--- config.mk ---
export PLATFORM = sky130hd
export DESIGN_NAME = ddr3_init_sequencer
export DESIGN_NICKNAME = d
export VERILOG_FILES = /design/src/rtl/ddr3_init_pkg.sv /design/src/rtl/ddr3_init_sequencer_rom.sv /design/src/rtl/ddr3_init_sequencer.sv
export SDC_FILE = /design/constraint.sdc
export NUM_CORES = 1
export LEC_CHECK = 0
export ABC_AREA = 1
export CAP_MARGIN = 40
export CORE_MARGIN = 3
export CORE_UTILIZATION = 46
export CTS_CLUSTER_DIAMETER = 30
export DETAILED_ROUTE_END_ITERATION = 12
export GPL_TIMING_DRIVEN = 1
export PLACE_DENSITY = 0.81
export SETUP_SLACK_MARGIN = 0.2
export SLEW_MARGIN = 20
export SYNTH_ARGS = -nofsm -noshare
export SYNTH_HDL_FRONTEND = slang
export SYNTH_SLANG_ARGS = --single-unit
--- constraint.sdc ---
create_clock -name clk -period 3.85 [get_ports clk]
set_input_delay 0.77 -clock clk [delete_from_list [all_inputs] [get_ports clk]]
set_output_delay 0.77 -clock clk [all_outputs]
set_load 0.05 [all_outputs]
--- src/rtl/ddr3_init_pkg.sv ---
// Shared constants and types for the DDR3 hardware init sequencer.
// Holds the DFII CSR map, control/command bit definitions, mode register
// values, FSM state encodings and the step record used by the step ROM.
package ddr3_init_pkg;

    // DFII CSR word offsets relative to DFII_CONTROL
    localparam logic [2:0] OFF_CONTROL  = 3'd0;
    localparam logic [2:0] OFF_COMMAND  = 3'd1;
    localparam logic [2:0] OFF_ISSUE    = 3'd2;
    localparam logic [2:0] OFF_ADDRESS  = 3'd3;
    localparam logic [2:0] OFF_BADDRESS = 3'd4;

    // DFII_CONTROL bits
    localparam logic [31:0] CTRL_SEL     = 32'h01;
    localparam logic [31:0] CTRL_CKE     = 32'h02;
    localparam logic [31:0] CTRL_ODT     = 32'h04;
    localparam logic [31:0] CTRL_RESET_N = 32'h08;

    // DFII_COMMAND bits
    localparam logic [31:0] CMD_CS  = 32'h01;
    localparam logic [31:0] CMD_WE  = 32'h02;
    localparam logic [31:0] CMD_CAS = 32'h04;
    localparam logic [31:0] CMD_RAS = 32'h08;
    localparam logic [31:0] CMD_MRS  = CMD_RAS | CMD_CAS | CMD_WE | CMD_CS;
    localparam logic [31:0] CMD_ZQCL = CMD_WE | CMD_CS;

    // Mode register payloads and banks
    localparam logic [31:0] MR2_VAL        = 32'h200;
    localparam logic [31:0] MR3_VAL        = 32'h000;
    localparam logic [31:0] MR1_VAL        = 32'h006;
    localparam logic [31:0] MR0_DLLRST_VAL = 32'h320;
    localparam logic [31:0] MR0_VAL        = 32'h220;
    localparam logic [31:0] ZQCL_ADDR      = 32'h400;
    localparam logic [31:0] BANK_MR0 = 32'd0;
    localparam logic [31:0] BANK_MR1 = 32'd1;
    localparam logic [31:0] BANK_MR2 = 32'd2;
    localparam logic [31:0] BANK_MR3 = 32'd3;

    // Post-write delay selector
    localparam logic [1:0] DLY_NONE    = 2'd0;
    localparam logic [1:0] DLY_TDLLK   = 2'd1;
    localparam logic [1:0] DLY_TZQINIT = 2'd2;
    localparam logic [1:0] DLY_SETTLE  = 2'd3;

    // Sequencer FSM encodings
    typedef logic [2:0] state_t;
    localparam state_t ST_IDLE     = 3'd0;
    localparam state_t ST_POR_WAIT = 3'd1;
    localparam state_t ST_WRITE    = 3'd2;
    localparam state_t ST_GAP      = 3'd3;
    localparam state_t ST_DELAY    = 3'd4;
    localparam state_t ST_DONE     = 3'd5;
    localparam state_t ST_ERROR    = 3'd6;

    localparam logic [4:0] LAST_STEP = 5'd28;

    typedef struct packed {
        logic [2:0]  offset;
        logic [31:0] data;
        logic [1:0]  delay_sel;
    } step_t;

    function automatic step_t mk_step(logic [2:0] off, logic [31:0] dat, logic [1:0] dly);
        step_t s;
        s.offset    = off;
        s.data      = dat;
        s.delay_sel = dly;
        return s;
    endfunction

endpackage

--- src/rtl/ddr3_init_sequencer_rom.sv ---
// Step ROM: maps the 5-bit step index to the CSR write (offset, data) and
// the delay to insert after it. Purely combinational.
module ddr3_init_sequencer_rom
    import ddr3_init_pkg::*;
(
    input  logic [4:0] idx_i,
    output step_t      step_o
);

    // Decode the step index into its write record
    always_comb begin
        step_o = mk_step(OFF_ADDRESS, 32'd0, DLY_NONE);
        case (idx_i)
            5'd0:  step_o = mk_step(OFF_ADDRESS,  32'd0, DLY_NONE);
            5'd1:  step_o = mk_step(OFF_BADDRESS, 32'd0, DLY_NONE);
            5'd2:  step_o = mk_step(OFF_CONTROL,  CTRL_ODT | CTRL_RESET_N, DLY_NONE);
            5'd3:  step_o = mk_step(OFF_CONTROL,  CTRL_ODT | CTRL_RESET_N | CTRL_CKE, DLY_NONE);
            // MR2
            5'd4:  step_o = mk_step(OFF_ADDRESS,  MR2_VAL,  DLY_NONE);
            5'd5:  step_o = mk_step(OFF_BADDRESS, BANK_MR2, DLY_NONE);
            5'd6:  step_o = mk_step(OFF_COMMAND,  CMD_MRS,  DLY_NONE);
            5'd7:  step_o = mk_step(OFF_ISSUE,    32'd1,    DLY_NONE);
            // MR3
            5'd8:  step_o = mk_step(OFF_ADDRESS,  MR3_VAL,  DLY_NONE);
            5'd9:  step_o = mk_step(OFF_BADDRESS, BANK_MR3, DLY_NONE);
            5'd10: step_o = mk_step(OFF_COMMAND,  CMD_MRS,  DLY_NONE);
            5'd11: step_o = mk_step(OFF_ISSUE,    32'd1,    DLY_NONE);
            // MR1
            5'd12: step_o = mk_step(OFF_ADDRESS,  MR1_VAL,  DLY_NONE);
            5'd13: step_o = mk_step(OFF_BADDRESS, BANK_MR1, DLY_NONE);
            5'd14: step_o = mk_step(OFF_COMMAND,  CMD_MRS,  DLY_NONE);
            5'd15: step_o = mk_step(OFF_ISSUE,    32'd1,    DLY_NONE);
            // MR0 with DLL reset
            5'd16: step_o = mk_step(OFF_ADDRESS,  MR0_DLLRST_VAL, DLY_NONE);
            5'd17: step_o = mk_step(OFF_BADDRESS, BANK_MR0, DLY_NONE);
            5'd18: step_o = mk_step(OFF_COMMAND,  CMD_MRS,  DLY_NONE);
            5'd19: step_o = mk_step(OFF_ISSUE,    32'd1,    DLY_NONE);
            // MR0 final, then wait for DLL lock
            5'd20: step_o = mk_step(OFF_ADDRESS,  MR0_VAL,  DLY_NONE);
            5'd21: step_o = mk_step(OFF_BADDRESS, BANK_MR0, DLY_NONE);
            5'd22: step_o = mk_step(OFF_COMMAND,  CMD_MRS,  DLY_NONE);
            5'd23: step_o = mk_step(OFF_ISSUE,    32'd1,    DLY_TDLLK);
            // ZQ calibration long, then wait for it to finish
            5'd24: step_o = mk_step(OFF_ADDRESS,  ZQCL_ADDR, DLY_NONE);
            5'd25: step_o = mk_step(OFF_BADDRESS, 32'd0,     DLY_NONE);
            5'd26: step_o = mk_step(OFF_COMMAND,  CMD_ZQCL,  DLY_NONE);
            5'd27: step_o = mk_step(OFF_ISSUE,    32'd1,     DLY_TZQINIT);
            // Hand the PHY back to the hardware controller
            5'd28: step_o = mk_step(OFF_CONTROL,  CTRL_SEL,  DLY_SETTLE);
            default: step_o = mk_step(OFF_ADDRESS, 32'd0, DLY_NONE);
        endcase
    end

endmodule

--- src/rtl/ddr3_init_sequencer.sv ---
// DDR3 bring-up sequencer: Wishbone master that replays the DFII init
// sequence (reset/CKE, MR2/3/1/0, ZQCL, handover) and then raises done.
// Optional macro DDR3_INIT_TIMEOUT_EN adds an ack watchdog and ERROR state.
// All delay parameters must be at least 1.
module ddr3_init_sequencer
    import ddr3_init_pkg::*;
#(
    parameter logic [29:0] CSR_BASE           = 30'h2400,
    parameter int          POR_CYCLES         = 35,
    parameter int          TDLLK_CYCLES       = 600,
    parameter int          TZQINIT_CYCLES     = 600,
    parameter int          SETTLE_CYCLES      = 200,
    parameter int          ACK_TIMEOUT_CYCLES = 256
) (
    input  logic        clk,
    input  logic        rst_n,
    input  logic        start,
    output logic        busy,
    output logic        done,
    output logic        error,
    output logic [29:0] wb_adr,
    output logic [31:0] wb_dat_w,
    output logic [3:0]  wb_sel,
    output logic        wb_cyc,
    output logic        wb_stb,
    output logic        wb_we,
    input  logic        wb_ack
);

    // One counter serves POR, post-write delays and (optionally) the ack
    // watchdog, since those never overlap.
    localparam int MAX_A   = (POR_CYCLES > TDLLK_CYCLES) ? POR_CYCLES : TDLLK_CYCLES;
    localparam int MAX_B   = (TZQINIT_CYCLES > SETTLE_CYCLES) ? TZQINIT_CYCLES : SETTLE_CYCLES;
    localparam int MAX_C   = (MAX_A > MAX_B) ? MAX_A : MAX_B;
    localparam int MAX_DLY = (MAX_C > ACK_TIMEOUT_CYCLES) ? MAX_C : ACK_TIMEOUT_CYCLES;
    localparam int CNT_W   = $clog2(MAX_DLY + 1);

    state_t             state_q, state_d;
    logic [4:0]         step_q, step_d;
    logic [CNT_W-1:0]   cnt_q, cnt_d;
    logic [CNT_W-1:0]   dly_last;
    step_t              step_rec;
    logic               in_write;

    ddr3_init_sequencer_rom u_rom (
        .idx_i  (step_q),
        .step_o (step_rec)
    );

    // Terminal count for the post-write delay of the current step
    always_comb begin
        case (step_rec.delay_sel)
            DLY_TDLLK:   dly_last = CNT_W'(TDLLK_CYCLES - 1);
            DLY_TZQINIT: dly_last = CNT_W'(TZQINIT_CYCLES - 1);
            DLY_SETTLE:  dly_last = CNT_W'(SETTLE_CYCLES - 1);
            default:     dly_last = '0;
        endcase
    end

    // Sequencer next-state logic
    always_comb begin
        state_d = state_q;
        step_d  = step_q;
        cnt_d   = cnt_q;
        case (state_q)
            ST_IDLE, ST_DONE: begin
                if (start) begin
                    state_d = ST_POR_WAIT;
                    step_d  = '0;
                    cnt_d   = '0;
                end
            end
            ST_POR_WAIT: begin
                if (cnt_q == CNT_W'(POR_CYCLES - 1)) begin
                    state_d = ST_WRITE;
                    cnt_d   = '0;
                end else begin
                    cnt_d = cnt_q + 1'b1;
                end
            end
            ST_WRITE: begin
                if (wb_ack) begin
                    state_d = ST_GAP;
                    cnt_d   = '0;
                end
`ifdef DDR3_INIT_TIMEOUT_EN
                else if (cnt_q == CNT_W'(ACK_TIMEOUT_CYCLES - 1)) begin
                    state_d = ST_ERROR;
                    cnt_d   = '0;
                end else begin
                    cnt_d = cnt_q + 1'b1;
                end
`endif
            end
            ST_GAP: begin
                if (step_rec.delay_sel != DLY_NONE) begin
                    state_d = ST_DELAY;
                    cnt_d   = '0;
                end else begin
                    state_d = ST_WRITE;
                    step_d  = step_q + 5'd1;
                end
            end
            ST_DELAY: begin
                if (cnt_q == dly_last) begin
                    cnt_d = '0;
                    if (step_q == LAST_STEP) begin
                        state_d = ST_DONE;
                    end else begin
                        state_d = ST_WRITE;
                        step_d  = step_q + 5'd1;
                    end
                end else begin
                    cnt_d = cnt_q + 1'b1;
                end
            end
            default: ; // ST_ERROR is left only by reset
        endcase
    end

    // State, step and counter registers
    always_ff @(posedge clk or negedge rst_n) begin
        if (!rst_n) begin
            state_q <= ST_IDLE;
            step_q  <= '0;
            cnt_q   <= '0;
        end else begin
            state_q <= state_d;
            step_q  <= step_d;
            cnt_q   <= cnt_d;
        end
    end

    // Bus signals decode straight from state so reset drops them at once
    assign in_write = (state_q == ST_WRITE);
    assign wb_cyc   = in_write;
    assign wb_stb   = in_write;
    assign wb_we    = in_write;
    assign wb_sel   = in_write ? 4'hF : 4'h0;
    assign wb_adr   = in_write ? (CSR_BASE + {27'd0, step_rec.offset}) : 30'd0;
    assign wb_dat_w = in_write ? step_rec.data : 32'd0;

    assign busy = (state_q == ST_POR_WAIT) || in_write ||
                  (state_q == ST_GAP) || (state_q == ST_DELAY);
    assign done = (state_q == ST_DONE);
`ifdef DDR3_INIT_TIMEOUT_EN
    assign error = (state_q == ST_ERROR);
`else
    assign error = 1'b0;
`endif

endmodule

**Yosys cells after proc, flatten, opt, wreduce, memory -nomap -nowiden**

Memory sizes are Yosys's and may differ from the RTL's.
Cells that the tools add are included.

- Add/sub/neg operators: 3
- Eq/ne operators: 18
- Muxes and demuxes: 22
- Reduce and logical (&&, ||, !) cells: 12

Operators by type and width:

| operator | count |
|---|---|
| 2-to-1 mux 10 bit | 5 |
| one-hot mux 10 bit (5 select lines) | 1 |
| 2-to-1 mux 32 bit | 1 |
| 2-to-1 mux 5 bit | 4 |
| one-hot mux 10 bit (2 select lines) | 1 |
| 2-to-1 mux 3 bit | 6 |
| adder 14 x 3 -> 15 bit (first input constant) | 1 |
| 2-to-1 mux 15 bit | 1 |
| one-hot mux 3 bit (5 select lines) | 1 |
| one-hot mux 5 bit (3 select lines) | 1 |
| != test 2 bit (second input constant) | 7 |
| adder 10 x 1 -> 10 bit (second input constant) | 1 |
| == test 10 bit | 1 |
| == test 10 x 6 -> 1 bit (second input constant) | 1 |
| AND reduction 5 bit | 2 |
| == test 3 x 2 -> 1 bit (second input constant) | 2 |
| == test 3 bit (second input constant) | 2 |
| adder 5 x 1 -> 5 bit (second input constant) | 1 |
| == test 5 bit (second input constant) | 1 |
| nonzero test 5 bit | 1 |
| == test 2 bit (second input constant) | 2 |
| 2-to-1 mux 4 bit | 1 |
| AND reduction 4 bit | 1 |
| OR reduction 2 bit | 2 |
| other kinds (6) | 8 |

- Flip-flop bits (word level): 18
- Memory bits (read-only): 416
- Input bits: 4
- Output and inout port bits: 72
- Logic and storage cells: 59
- Memories: 1

Memories:

| name | depth | bits a word | read ports | clocked after Yosys merged registers in | write ports | RTL line | text |
|---|---|---|---|---|---|---|---|
| (name not given) | 32 | 13 | 1 | 0 | 0 | ddr3_init_sequencer_rom.sv:13 | `case (idx_i)` |

**Longest topological paths before layout**

An unclocked memory read counts as a cell.

- Depth in word-level cells: 7
- Mapped depth: 17
- Mapped depth without buffers: 16

**Hierarchy**

Synthesis repeated with hierarchy kept, for this count alone.

- Cell total of the unflattened synthesis: 427
- Area, all modules: 2631.3 um^2

By module, submodules not included:

| module | instances | cells each | area each (um^2) |
|---|---|---|---|
| ddr3_init_sequencer | 1 | 327 | 2000.7 |
| ddr3_init_sequencer_rom | 1 | 100 | 630.6 |

**Least setup slack after synthesis**

No wires, ideal clock.

- Path type: register -> output
- Start point: register state_q[2]
- End point: output port wb_adr[1]
- Arrival time: 2657 ps
- Slack: 423 ps
- Stages on the path, launching flop included: 6
- Cell sequence: dfrtp_1 > inv_2 > nand3_2 > inv_1 > o21ai_0 > a311oi_1

- Longest elaborated chain between the ends: 2

Ends and longest elaborated chain:

| element | RTL line | text |
|---|---|---|
| from (decl) | ddr3_init_sequencer.sv:38 | `state_t state_q, state_d;` |
| from (signal assigned) | ddr3_init_sequencer.sv:128 | `state_q <= state_d;` |
| == test 3 x 2 -> 1 bit | ddr3_init_sequencer.sv:135 | `assign in_write = (state_q == ST_WRITE);` |
| net wb_cyc | ddr3_init_sequencer.sv:24 | `output logic wb_cyc,` |
| 2-to-1 mux 15 bit | ddr3_init_sequencer.sv:140 | `assign wb_adr = in_write ? (CSR_BASE + {27'd0, step_rec.offset}) : 30'd0;` |
| to (decl) | ddr3_init_sequencer.sv:21 | `output logic [29:0] wb_adr,` |

The timed path passes the listed nets, and every way through them passes these cells.

**Final worst setup path**

- Start point: register state_q[2]
- End point: output port wb_adr[1]

- Longest elaborated chain between the ends: 2

Ends and longest elaborated chain:

| element | RTL line |
|---|---|
| == test 3 x 2 -> 1 bit | ddr3_init_sequencer.sv:135 |
| 2-to-1 mux 15 bit | ddr3_init_sequencer.sv:140 |

Every way passes these cells.

==> results_dict.tcl <==
set metrics [dict create \
    antennaDiodeCount 0 \
    cp_slowest_cell "clkdlybuf4s50_1" \
    rr_startpoint "step_q[1]" \
    hold_depth 2 \
    power_uw 1261 \
    grt_pass1_wl_mm 7.058 \
    yosysMostFrequentCell "nand2_1" \
    die_h_um 75.45 \
    start_kind "register" \
    status "finished, final reports clean" \
    worst-setup-path-type "reg2out" \
    die_x_um 75.45 \
    timing.hold.worst.class "reg2reg" \
    layout-drive-gt1-share 0.08721 \
    yosys-top-cells-area "buf_4 21%, dfrtp_1 20%, nand2_1 14%" \
    cts_sinks 18 \
    seq_area_frac_synth 0.2030 \
    antenna_found_initial 0 \
    final-max-slew-violation-count 0 \
    hold_path_end "state_q[2]" \
    p_leak_uw 0.001190 \
    drtPass1Iterations 4 \
    grt_usage 0.1555 \
    synth_common_cells "84 x nand2_1, 61 x buf_4, 23 x inv_1, 23 x nand3_1, 20 x nor2_1" \
    ir_drop_mv 0.2989 \
    cp_top_family "buffers and inverters" \
    numCtsBuffers 3 \
    post-route-period-util 0.8651 \
    drt_iter0_markers 146 \
    power_density_mw_per_mm2 552.7 \
    ys_types 35 \
    finClkSkew_ns 0.004543 \
    drv_cap 0 \
    dr_total_vias 1923 \
    slowest_delay_ns 0.85 \
    cts_resized 0 \
    relSlewSlack 0.6660 \
    vias_per_cell 4.856 \
    fin_tns_setup_ns 0 \
    synth_cells 330 \
    timing.fmax_mhz 300.2 \
    crit_chain "inv_2, nand3_2, inv_1, o21ai_0, a311oi_1, clkdlybuf4s50_1" \
    antenna_left 0 \
    rows 24 \
    finalHoldViolCount 0 \
    final-seq-area_um2 450.4 \
    synth-seq-cells 18 \
    setup_viol 0 \
    rsz0062_at_grt "no" \
    cts.clk_slew.worst_paths_ns 0.06 \
    wire_per_inst_um 11.15 \
    hpwlAfterDp_mm 3.559 \
    ff2ff_path_depth 14 \
    cts_tree "built" \
    htreeDepth 1 \
    timing.rr.end "step_q[1]" \
    wirelength_mm 4.415 \
    start_util 0.4925 \
    ys_warn_count 0 \
    synthArstFlopShare 1.000 \
    drc 0 \
    critPathCaptureType "primary output" \
    cp_data_arrival_time_ns 2.56 \
    fp.coreArea_mm2 0.004504 \
    synth_area_mm2 0.002218 \
    synth_edf_count 0 \
    tightest_slew_ns 0.4994 \
    io_buffers 25 \
    multi_input_area_mm2 0.001329 \
    nets 361 \
    yosysTopAreaCell "buf_4" \
    synth.avg_cell_area_um2 6.722 \
    ios 76 \
    gp_congestion 0.9225 \
    worst-path-buf-inv 3 \
    areaGrowthSynthToFinish_pct 2.820 \
    crit_path_max_fanout 10 \
    overflow 0 \
    reg2reg_setup_slack_ns 1.25 \
    die_area_mm2 0.005692 \
    cts_setup_buffers 0 \
    fillers 433 \
    cts_root_buf "clkbuf_8" \
    min_period_ns 3.331 \
    grt_max_degree 19 \
    cts-hold-fix-buffers 0 \
    crit_required_ns 3.08 \
    clockBufferDepth 2 \
    yosysTopAreaCellShare 0.2064 \
    clock_latency_ns 0.25 \
    holdCritStartpoint "state_q[2]" \
    synth_flop_cell "dfrtp_1" \
    grt_pass1_vias 1611 \
]
==> per-layer routing <==
layer  global-route usage  vias up  part of all wire
li1                     -      986                 -
met5                    0        -                 0
met1               0.2142      847              0.44
met3             0.007916        4             0.069
met4              0.04660        0             0.010
met2               0.2627       86              0.48
==> flip-flops by register name (all words and copies together), names as in the netlist <==
| register | count |
|---|---|
| state_q | 3 |
| step_q | 5 |
| cnt_q | 10 |
==> area by class of cell <==
cell class,count,share of cell area
clock buffers,3,0.01810
inverters,35,0.05869
multi-input cells,262,0.5826
flip-flops and latches,18,0.1975
well taps,52,0.02852
repair buffers,26,0.1146
==> tightest hold or removal path: stages, from the launching register on <==
cell     delay (ns)
dfrtp_1        0.41
nand2_1        0.07
nand2_1        0.05
==> cell families (layout without fill, tap and decap cells) <==
kind of cell             after synthesis  count (layout)  synth area share
adder cells (fa/ha/maj)               11              11           0.06204
flip-flops                            18              18            0.2030
buffers and inverters                 99              64            0.2809
other                                  1              50          0.001690
XOR/XNOR                               6               6           0.02369
AND/OR/NAND/NOR                      157             157            0.3237
AO/OA/AOI/OAI                         38              38            0.1049
==> power breakdown <==
| part | leakage (uW) | internal, uW | switching [uW] | total (uW) |
|---|---|---|---|---|
| Combinational | 0.000923 | 226 | 643 | 869 |
| Clock | 0.0000216 | 69.5 | 61.3 | 131 |
| Sequential | 0.000246 | 215 | 46.0 | 261 |
==> worst max-delay path by stage <==
stage,depth (start not counted),slack [ns],end,start
6_report,6,0.52,wb_adr[1],state_q[2]
5_1_grt,6,0.34,wb_adr[1],state_q[2]
4_1_cts,6,0.52,wb_adr[1],state_q[2]
3_5_place_dp,6,0.78,wb_adr[1],state_q[2]
3_3_place_gp,6,0.87,wb_adr[1],state_q[2]
2_1_floorplan,5,0.42,wb_adr[1],state_q[2]
==> stage by stage <==
step                      utilization  std cells  hold slack (ns)  cell area (um2)  setup slack (ns)
after detailed placement       0.4947        392           0.5482             2228            0.7804
after global routing           0.5064        396           0.5988             2281            0.3424
after floorplan                     -        379           0.4744             2402            0.4230
after CTS                      0.5039        395           0.5569             2270            0.5177
final                          0.5064        396           0.5581             2281            0.5194
after global placement         0.4947        392           0.5382             2228            0.8682
==> layout by cell type, fill, tap and decap left out, types with 3 or more instances in the layout <==
cell type,count
inv_1,23
nand3_1,23
nand4_1,9
nand2_2,6
o21ai_0,15
clkbuf_8,3
inv_2,8
a31oi_1,5
nor2_1,20
conb_1,50
nand3_2,3
xor2_1,6
nor3_1,3
nand2_1,84
a21oi_1,8
dfrtp_1,18
clkinv_1,3
clkdlybuf4s50_1,25
ha_1,11
Power figures use the tool's default switching activity.
